==> src/rtl/gray_decoder_nbits_pkg.sv <==
// Shared types and helpers for the Gray-code receive decoder.
//   state_e   : decoder FSM states (ACQ = acquiring, TRACK = following the count)
//   ST_W      : width of the state encoding
//   gray2bin  : Gray -> binary conversion on a GRAY_MAX_W-bit word; callers
//               zero-extend their N-bit code and truncate the result back to N.
package gray_dec_pkg;

  localparam int unsigned ST_W       = 1;
  localparam int unsigned GRAY_MAX_W = 32;

  typedef enum logic [ST_W-1:0] {
    ACQ   = 1'b0,
    TRACK = 1'b1
  } state_e;

  // Leading zeros from zero-extension leave the low bits of the result unchanged.
  function automatic logic [GRAY_MAX_W-1:0] gray2bin(input logic [GRAY_MAX_W-1:0] g);
    logic [GRAY_MAX_W-1:0] b;
    b[GRAY_MAX_W-1] = g[GRAY_MAX_W-1];
    for (int i = GRAY_MAX_W - 2; i >= 0; i--) begin
      b[i] = b[i+1] ^ g[i];
    end
    return b;
  endfunction

endpackage

==> src/rtl/gray_decoder_nbits_if.sv <==
// Bus between a Gray-code source side (master) and the decoder (slave).
//   clk_en    : decode/check stage update enable (master -> slave)
//   gray_in   : N-bit Gray code from the remote counter (master -> slave)
//   bin_out   : decoded binary value
//   step/wrap/err : one-cycle event pulses
//   stalled/locked: status levels
//   err_count : saturating error count (zero when the counter is not built)
interface gray_decoder_nbits_if #(
  parameter int unsigned N        = 4,
  parameter int unsigned ERRCNT_W = 8
);

  logic                clk_en;
  logic [N-1:0]        gray_in;
  logic [N-1:0]        bin_out;
  logic                step;
  logic                wrap;
  logic                err;
  logic                stalled;
  logic                locked;
  logic [ERRCNT_W-1:0] err_count;

  modport master (
    output clk_en, gray_in,
    input  bin_out, step, wrap, err, stalled, locked, err_count
  );

  modport slave (
    input  clk_en, gray_in,
    output bin_out, step, wrap, err, stalled, locked, err_count
  );

endinterface

==> src/rtl/gray_decoder_nbits_sync.sv <==
// gray_sync: SYNC_STAGES-deep N-bit synchronizer chain for the incoming Gray code.
//   clk, rst : clock and synchronous active-high reset
//   d        : asynchronous Gray code input
//   q        : synchronized code (last stage)
//   vld      : high once the chain has been refilled with real samples after reset
module gray_sync #(
  parameter int unsigned N           = 4,
  parameter int unsigned SYNC_STAGES = 2
) (
  input  logic         clk,
  input  logic         rst,
  input  logic [N-1:0] d,
  output logic [N-1:0] q,
  output logic         vld
);

  logic [N-1:0]           chain [SYNC_STAGES];
  logic [SYNC_STAGES-1:0] fill;

  // Free-running shift; a parallel marker chain tracks when reset zeros have drained out.
  always_ff @(posedge clk) begin
    if (rst) begin
      for (int i = 0; i < SYNC_STAGES; i++) begin
        chain[i] <= '0;
      end
      fill <= '0;
    end else begin
      chain[0] <= d;
      for (int i = 1; i < SYNC_STAGES; i++) begin
        chain[i] <= chain[i-1];
      end
      fill <= {fill[SYNC_STAGES-2:0], 1'b1};
    end
  end

  assign q   = chain[SYNC_STAGES-1];
  assign vld = fill[SYNC_STAGES-1];

endmodule

==> src/rtl/gray_decoder_nbits.sv <==
// gray_decoder_nbits: receive end of an N-bit Gray counter bus. Synchronizes the
// remote Gray code, decodes it to binary and checks that each update is +1 or hold.
//   clk  : rising-edge clock
//   rst  : synchronous reset, active-high (priority over everything)
//   bus  : slave side of gray_decoder_nbits_if (clk_en, gray_in in; bin_out,
//          step, wrap, err, stalled, locked, err_count out)
// Optional feature: define GRAY_DEC_ERRCNT_EN to build the saturating error
// counter; otherwise err_count is tied to zero.
module gray_decoder_nbits
  import gray_dec_pkg::*;
#(
  parameter int unsigned N           = 4,
  parameter int unsigned SYNC_STAGES = 2,
  parameter int unsigned STALL_LIMIT = 16,
  parameter int unsigned ERRCNT_W    = 8
) (
  input logic               clk,
  input logic               rst,
  gray_decoder_nbits_if.slave bus
);

  localparam int unsigned STALL_W = $clog2(STALL_LIMIT + 1);
  localparam logic [STALL_W-1:0] STALL_MAX = STALL_W'(STALL_LIMIT);

  logic [N-1:0]       g_s;
  logic               g_vld;
  logic [N-1:0]       b;
  logic [N-1:0]       delta;

  state_e             state_q, state_d;
  logic [N-1:0]       bin_q, bin_d;
  logic [STALL_W-1:0] stall_q, stall_d;
  logic               step_q, step_d;
  logic               wrap_q, wrap_d;
  logic               err_q, err_d;
  logic               stalled_q, stalled_d;
  logic               locked_q, locked_d;

  gray_sync #(
    .N           (N),
    .SYNC_STAGES (SYNC_STAGES)
  ) u_sync (
    .clk (clk),
    .rst (rst),
    .d   (bus.gray_in),
    .q   (g_s),
    .vld (g_vld)
  );

  // Decode and modular distance from the currently held value.
  assign b     = N'(gray2bin(GRAY_MAX_W'(g_s)));
  assign delta = N'(b - bin_q);

  // Next-state and flag logic; pulses default low so they clear on disabled edges.
  always_comb begin
    state_d   = state_q;
    bin_d     = bin_q;
    stall_d   = stall_q;
    stalled_d = stalled_q;
    step_d    = 1'b0;
    wrap_d    = 1'b0;
    err_d     = 1'b0;

    if (bus.clk_en) begin
      unique case (state_q)
        ACQ: begin
          // Acquire only once the synchronizer holds a real post-reset sample.
          if (g_vld) begin
            bin_d     = b;
            stall_d   = '0;
            stalled_d = 1'b0;
            state_d   = TRACK;
          end
        end
        TRACK: begin
          if (delta == N'(1)) begin
            bin_d     = b;
            step_d    = 1'b1;
            wrap_d    = (bin_q == '1);
            stall_d   = '0;
            stalled_d = 1'b0;
          end else if (delta == '0) begin
            if (stall_q != STALL_MAX) begin
              stall_d = stall_q + STALL_W'(1);
            end
            stalled_d = (stall_d == STALL_MAX);
          end else begin
            // Adopt the new value; the next enabled edge re-acquires silently.
            bin_d     = b;
            err_d     = 1'b1;
            stall_d   = '0;
            stalled_d = 1'b0;
            state_d   = ACQ;
          end
        end
        default: state_d = ACQ;
      endcase
    end

    locked_d = (state_d == TRACK);
  end

  // State and output registers.
  always_ff @(posedge clk) begin
    if (rst) begin
      state_q   <= ACQ;
      bin_q     <= '0;
      stall_q   <= '0;
      step_q    <= 1'b0;
      wrap_q    <= 1'b0;
      err_q     <= 1'b0;
      stalled_q <= 1'b0;
      locked_q  <= 1'b0;
    end else begin
      state_q   <= state_d;
      bin_q     <= bin_d;
      stall_q   <= stall_d;
      step_q    <= step_d;
      wrap_q    <= wrap_d;
      err_q     <= err_d;
      stalled_q <= stalled_d;
      locked_q  <= locked_d;
    end
  end

`ifdef GRAY_DEC_ERRCNT_EN
  logic [ERRCNT_W-1:0] err_count_q;

  // Saturating error counter, cleared only by reset.
  always_ff @(posedge clk) begin
    if (rst) begin
      err_count_q <= '0;
    end else if (err_d && (err_count_q != '1)) begin
      err_count_q <= err_count_q + ERRCNT_W'(1);
    end
  end

  assign bus.err_count = err_count_q;
`else
  assign bus.err_count = ERRCNT_W'(0);
`endif

  assign bus.bin_out = bin_q;
  assign bus.step    = step_q;
  assign bus.wrap    = wrap_q;
  assign bus.err     = err_q;
  assign bus.stalled = stalled_q;
  assign bus.locked  = locked_q;

endmodule

==> src/flat_wrapper.sv <==
// flat-port wrapper written by rule: the top's interface ports become plain ports
module gray_decoder_nbits_flat import gray_dec_pkg::*;
#(
  parameter int unsigned N           = 4,
  parameter int unsigned SYNC_STAGES = 2,
  parameter int unsigned STALL_LIMIT = 16,
  parameter int unsigned ERRCNT_W    = 8
)
  (clk, rst, bus_clk_en, bus_gray_in, bus_bin_out, bus_step, bus_wrap, bus_err, bus_stalled, bus_locked, bus_err_count);
  gray_decoder_nbits_if #(.N(N), .ERRCNT_W(ERRCNT_W)) bus_i ();
  input logic clk;
  input logic rst;
  input wire logic [$bits(bus_i.clk_en)-1:0] bus_clk_en;
  input wire logic [$bits(bus_i.gray_in)-1:0] bus_gray_in;
  output wire logic [$bits(bus_i.bin_out)-1:0] bus_bin_out;
  output wire logic [$bits(bus_i.step)-1:0] bus_step;
  output wire logic [$bits(bus_i.wrap)-1:0] bus_wrap;
  output wire logic [$bits(bus_i.err)-1:0] bus_err;
  output wire logic [$bits(bus_i.stalled)-1:0] bus_stalled;
  output wire logic [$bits(bus_i.locked)-1:0] bus_locked;
  output wire logic [$bits(bus_i.err_count)-1:0] bus_err_count;
  assign bus_i.clk_en = bus_clk_en;
  assign bus_i.gray_in = bus_gray_in;
  assign bus_bin_out = bus_i.bin_out;
  assign bus_step = bus_i.step;
  assign bus_wrap = bus_i.wrap;
  assign bus_err = bus_i.err;
  assign bus_stalled = bus_i.stalled;
  assign bus_locked = bus_i.locked;
  assign bus_err_count = bus_i.err_count;
  gray_decoder_nbits #(.N(N), .SYNC_STAGES(SYNC_STAGES), .STALL_LIMIT(STALL_LIMIT), .ERRCNT_W(ERRCNT_W)) u_core (.clk(clk), .rst(rst), .bus(bus_i));
endmodule
==> config.mk <==
export PLATFORM = sky130hd
export DESIGN_NAME = gray_decoder_nbits_flat
export DESIGN_NICKNAME = d
export VERILOG_FILES = /design/src/rtl/gray_decoder_nbits_pkg.sv /design/src/rtl/gray_decoder_nbits_if.sv /design/src/rtl/gray_decoder_nbits_sync.sv /design/src/rtl/gray_decoder_nbits.sv /design/src/flat_wrapper.sv
export SDC_FILE = /design/constraint.sdc
export NUM_CORES = 1
export LEC_CHECK = 0
export CORE_UTILIZATION = 29
export DETAILED_ROUTE_END_ITERATION = 7
export PLACE_DENSITY_LB_ADDON = 0.2
export SYNTH_ARGS = -nofsm -noshare
export SYNTH_HDL_FRONTEND = slang
export SYNTH_SLANG_ARGS = --single-unit
==> constraint.sdc <==
create_clock -name clk -period 3.4 [get_ports clk]
set_input_delay 0.68 -clock clk [delete_from_list [all_inputs] [get_ports clk]]
set_output_delay 0.68 -clock clk [all_outputs]
set_load 0.01 [all_outputs]
**Word-level counts from Yosys, hierarchy flattened**

Memory sizes are Yosys's and may differ from the RTL's.
Cells that the tools add are included.
W data, S select, Z words.

- Input port bits: 7
- Word-level logic and storage cells: 61
- Register bits: 16
- Latch bits: 0
- Memories: 1
- ROM bits: 0
- Bits in writable memories: 8
- Output and inout port bits: 17

Memory list:

| memory | words | width | rd ports | clocked after memory_dff | write ports | line | text |
|---|---|---|---|---|---|---|---|
| u_core.u_sync.chain | 2 | 4 | 2 | 0 | 2 | gray_decoder_nbits_sync.sv:17 | `logic [N-1:0] chain [SYNC_STAGES];` |

- Div/mod/pow operators: 0
- Equal/unequal tests: 6
- Bitwise logic cells: 8
- Magnitude comparators: 0
- Muxes and demuxes: 29
- Reduce and logical (&&, ||, !) cells: 6
- Add/sub/neg operators: 2
- Shifts and indexed selects: 0
- Multiply operators: 0

Operators by type and width:

| cell | count |
|---|---|
| $mux W5 | 8 |
| $mux W4 | 5 |
| $mux W1 | 12 |
| $pmux W5 S2 | 1 |
| $pmux W4 S2 | 1 |
| $reduce_or A4 Y1 | 2 |
| $add A5 B1 Y5 const B | 1 |
| $eq A5 B5 Y1 const B | 1 |
| $ne A5 B5 Y1 const B | 1 |
| $eq A4 B1 Y1 const B | 1 |
| $eq A4 B4 Y1 const B | 1 |
| $logic_not A4 Y1 | 1 |
| $pmux W1 S2 | 2 |
| $sub A4 B4 Y4 | 1 |
| $ne A3 B3 Y1 const B | 1 |
| $not A1 Y1 | 3 |
| $reduce_and A3 Y1 | 1 |
| $reduce_or A3 Y1 | 1 |
| $xor A1 B1 Y1 | 3 |
| $ne A2 B2 Y1 const B | 1 |
| $or A1 B1 Y1 | 2 |
| $reduce_and A2 Y1 | 1 |

**Logic depth before layout (Yosys ltp)**

An unclocked memory read counts as a cell.

- Depth after elaboration: 14
- Gate-level depth with buffers: 11

**Modules after synthesis**

A second synthesis with hierarchy kept.

- Cells, all modules: 134
- Area total of the unflattened synthesis: 1,213.7 µm²

By module, submodules not included:

| module | cells each | area an instance (µm²) | times used |
|---|---|---|---|
| gray_decoder_nbits | 110 | 923.4 | 1 |
| gray_sync | 24 | 290.3 | 1 |

**Least setup slack after synthesis**

No wires, ideal clock.

- Path type: reg2reg
- Start point: mem u_core.u_sync.chain[1][3] (netlist: u_core.u_sync.chain[0][7])
- End point: reg u_core.stall_q[4]
- Data required time: 3.326 ns
- Clock period less this slack: 3.017 ns
- Path slack: 0.383 ns
- Arrival time: 2.943 ns
- Cell stages (with the launch flop): 12
- Cell sequence: dfxtp_1 -> xor2_1 -> xnor2_1 -> xor2_1 -> ha_1 -> fa_1 -> xor2_1 -> nand4_1 -> or3_1 -> buf_2 -> or4_1 -> a31oi_1

RTL lines:

| what | line | text |
|---|---|---|
| start, declared | gray_decoder_nbits_sync.sv:17 |  |
| end signal, assigned | gray_decoder_nbits.sv:117 | `stall_q <= stall_d;` |
| end, declared | gray_decoder_nbits.sv:32 | `logic [STALL_W-1:0] stall_q, stall_d;` |

==> flow_summary.ini <==
[status]
outcome = finished, final reports clean

[synth]
ys_seq_elements = 24
avgSynthCellArea_sq_um = 8.954
post_synth_inst_count = 128
synth_flop_cell = sky130_fd_sc_hd__dfxtp_1
synth.cell_area_sq_um = 1146
synth-edff-count = 0
seq_area_frac_synth_pct = 41.92
netlist-cell-type-count = 34
synth-warning-count = 0
synth_async_sr_flop_share_pct = 0

[detailed_routing]
routed_wl_um = 2376
count_of_tritonroute_iterations_in_the_first_routing_pass = 4
detailroute.via_count = 929
drt_iter0_markers = 24
ant_nets = 0
routedWlPerCell_um = 12.51
vias_per_cell = 4.889
drc = 0

[power]
power_switching_mw = 0.1390
leakage_nw = 0.4965
sw_frac_of_total_pct = 25.53
power.total_mw = 0.5444
power_report.internal_total_mw = 0.4054
power_density_nw_per_um2 = 394.8
p_seq_share_pct = 54.4
irDropWorstVdd_mv = 0.3295
p_comb_share_pct = 15.8
share_clk_of_total_power_pct = 29.8

[global_routing]
antenna_found_initial = 0
grt_use_total_pct = 12.92
grt_pass1_vias = 962
grt_first_pass_wirelength_um = 4229
grt_max_degree = 21
grt.overflow.total = 0

[setup_path]
worst_ep_arrival_time_ns = 3.29
rr_endpoint = u_core.stall_q[4]$_SDFFE_PP0P_
crit_start = u_core.u_sync.chain[0][7]$_SDFF_PP0_
criticalPathCategory = flop to flop
timing.critical_path.fanout_max = 8
worst-path-buf-inv = 0
worst_setup_path_end_kind = flop
cells_traversed_along_the_worst_timing_path = xor2_2 -> xnor2_2 -> xor2_1 -> ha_1 -> fa_1 -> xor2_1 -> nand4_1 -> or3_4 -> or4_1 -> a31oi_1
maximum_single_stage_delay_on_the_critical_path_ns = 0.48
reg2reg_slack_ns = 0.30
cp_slowest_cell = sky130_fd_sc_hd__or4_1
worst_path_dominant_cell_family = simple AND/OR/NAND/NOR gates
worstReg2RegStart = u_core.u_sync.chain[0][7]$_SDFF_PP0_
critPathLaunchType = flop
timing.reg2reg.worst_path_depth = 10
crit_path_frequent_cell = sky130_fd_sc_hd__xor2_1
crit_required_ns = 3.59

[cells_and_area]
drive_gt1_share_pct = 7.042
fin_nets = 157
commonest_non_fill_non_tap_cell_in_the_layout = sky130_fd_sc_hd__dfxtp_1
area_growth_syn_to_layout_pct = 20.31
final-instance-count-excl-fill = 190
layout_common_cells = sky130_fd_sc_hd__dfxtp_1 (24), sky130_fd_sc_hd__clkdlybuf4s50_1 (15), sky130_fd_sc_hd__a21oi_1 (11), sky130_fd_sc_hd__nor2b_1 (11), sky130_fd_sc_hd__nand3_1 (10)
n_antenna_cell = 0

[hold_path]
holdPathEnd = u_core.u_sync.chain[0][7]$_SDFF_PP0_
hp-start = u_core.u_sync.chain[0][3]$_SDFF_PP0_
worst_hold_path_type = flop to flop
whs_path_depth = 1

[clock_tree]
worst_skew_pair.late_latency_ns = 0.26
cts_max_path_bufs = 2
number_of_sinks_driven_by_the_clock_tree = 24
cts_hold_repair.buffers = 0
cts_post_setup_buffers_inserted = 0
tritoncts_clock_tree = yes
cts-root-buf = sky130_fd_sc_hd__clkbuf_8
numCtsBuffers = 3
htreeDepth = 1
clk_transition_reported_paths_ns = 0.08

[sta]
layout_worst_path_cycle_share_pct = 91.25
final_period_minus_worst_setup_slack_ns = 3.102
grt_setup_unrepaired = no
timing_hold_violations_final = 0
achievable-frequency_ghz = 0.3223
holdWs_ns = 0.4392
worst_slew_pin_slew_ns = 0.7418
setup-violations-final = 0
fin_worst_skew_ns = 0.003927
setup_ws_post_layout_ns = 0.2976
tns_ns = 0
slew_headroom_pct = 50.22
report.final.slew_viol_count = 0

[placement]
port_buffers = 15
numPlacedInstances = 187
gp_congestion = 0.8601
place_hpwl_um = 1709
dp_worst_setup_slack_ns = 0.1537

[floorplanning]
floorplan.die.width_um = 64.87
floorplan.initialDensity_pct = 30.84
fp.dieArea_sq_um = 4207
die_height_um = 64.87
core-area_sq_um = 3716
placementRows = 22
io-pin-count = 24

[job]
drv_cap = 0
## how the worst max path moves through the flow
stage	to	slack (ns)	cells past startpoint
after global routing	u_core.stall_q[4]$_SDFFE_PP0P_	0.03	10
after CTS	u_core.stall_q[4]$_SDFFE_PP0P_	0.11	10
after floorplan	u_core.stall_q[4]$_SDFFE_PP0P_	0.38	11
final	u_core.stall_q[4]$_SDFFE_PP0P_	0.30	10
after global placement	u_core.stall_q[4]$_SDFFE_PP0P_	0.25	10
after detailed placement	u_core.stall_q[4]$_SDFFE_PP0P_	0.15	10
## cell families (layout without fill, tap and decap cells)
| family | Yosys count | after routing | share of synthesized area (%) |
|---|---|---|---|
| AND/OR/NAND/NOR | 42 | 42 | 21.29 |
| AO/OA/AOI/OAI | 28 | 28 | 15.07 |
| flip-flops | 24 | 24 | 41.92 |
| buffers and inverters | 21 | 28 | 9.606 |
| adder cells (fa/ha/maj) | 6 | 6 | 7.205 |
| XOR/XNOR | 6 | 6 | 4.585 |
| other | 1 | 8 | 0.3272 |
## layout make-up
class | count | area (sq um)
fillers | 393 | 2337
clock buffers | 3 | 41.29
repair buffers | 17 | 165.2
multi-input cells | 90 | 601.8
inverters | 8 | 30.03
well taps | 48 | 60.06
flip-flops and latches | 24 | 480.5
## worst register-to-register path, cell delays in order, from the launching register on
cell                      delay (ns)
sky130_fd_sc_hd__dfxtp_1        0.41
sky130_fd_sc_hd__xor2_2         0.25
sky130_fd_sc_hd__xnor2_2        0.18
sky130_fd_sc_hd__xor2_1         0.13
sky130_fd_sc_hd__ha_1           0.22
sky130_fd_sc_hd__fa_1           0.39
sky130_fd_sc_hd__xor2_1         0.22
sky130_fd_sc_hd__nand4_1        0.18
sky130_fd_sc_hd__or3_4          0.41
sky130_fd_sc_hd__or4_1          0.48
sky130_fd_sc_hd__a31oi_1        0.18
## stage by stage
stage,cell area [sq um],utilization [%]
floorplan,1172,-
global placement,1318,35.45
detailed placement,1318,35.45
CTS,1359,36.57
global route,1379,37.10
finish,1379,37.10
## cells in the mapped netlist, types with 2 or more instances
cell,n,area [sq um]
sky130_fd_sc_hd__a21oi_1,11,55.05
sky130_fd_sc_hd__a311oi_1,2,17.52
sky130_fd_sc_hd__a31oi_1,2,12.51
sky130_fd_sc_hd__buf_4,8,60.06
sky130_fd_sc_hd__clkbuf_1,4,15.01
sky130_fd_sc_hd__dfxtp_1,24,480.5
sky130_fd_sc_hd__ha_1,5,62.56
sky130_fd_sc_hd__inv_1,8,30.03
sky130_fd_sc_hd__nand2_1,4,15.01
sky130_fd_sc_hd__nand3_1,10,50.05
sky130_fd_sc_hd__nand4_1,3,18.77
sky130_fd_sc_hd__nor2_1,3,11.26
sky130_fd_sc_hd__nor2b_1,11,68.82
sky130_fd_sc_hd__nor3_1,2,10.01
sky130_fd_sc_hd__nor4_1,2,12.51
sky130_fd_sc_hd__o21ai_0,6,30.03
sky130_fd_sc_hd__or3_1,2,12.51
sky130_fd_sc_hd__xnor2_1,2,17.52
sky130_fd_sc_hd__xor2_1,4,35.03
## what timing repair did
| action | 4_1_cts | 5_1_grt |
|---|---|---|
| endpoints found under the setup margin | 0 | 3 |
| resized for setup | 0 | 3 |
| hold endpoints to repair | 0 | 0 |
## state kept, by name (all words and copies together) (netlist names)
register	flops
u_core.bus.bin_out	4
u_core.stall_q	5
u_core.u_sync.chain	8
u_core.bus.locked	1
u_core.bus.err	1
u_core.u_sync.fill	2
u_core.bus.wrap	1
u_core.bus.stalled	1
u_core.bus.step	1
## power by group through the flow
| stage | logic (mW) | clock network [mW] | registers (mW) |
|---|---|---|---|
| finish | 0.0862 | 0.162 | 0.296 |
| detailed placement | 0.0838 | 0 | 0.302 |
| global placement | 0.0819 | 0 | 0.302 |
| CTS | 0.0842 | 0.171 | 0.296 |
| global route | 0.0978 | 0.181 | 0.297 |
| floorplan | 0.0622 | 0 | 0.302 |
## per-layer routing
metal	GRT usage [%]	routed length (um)
met5	0	0
met4	5.556	54
met3	3.169	118
met2	21.48	1099
met1	15.65	1104
Note: power is estimated with default switching activity, not from simulation.
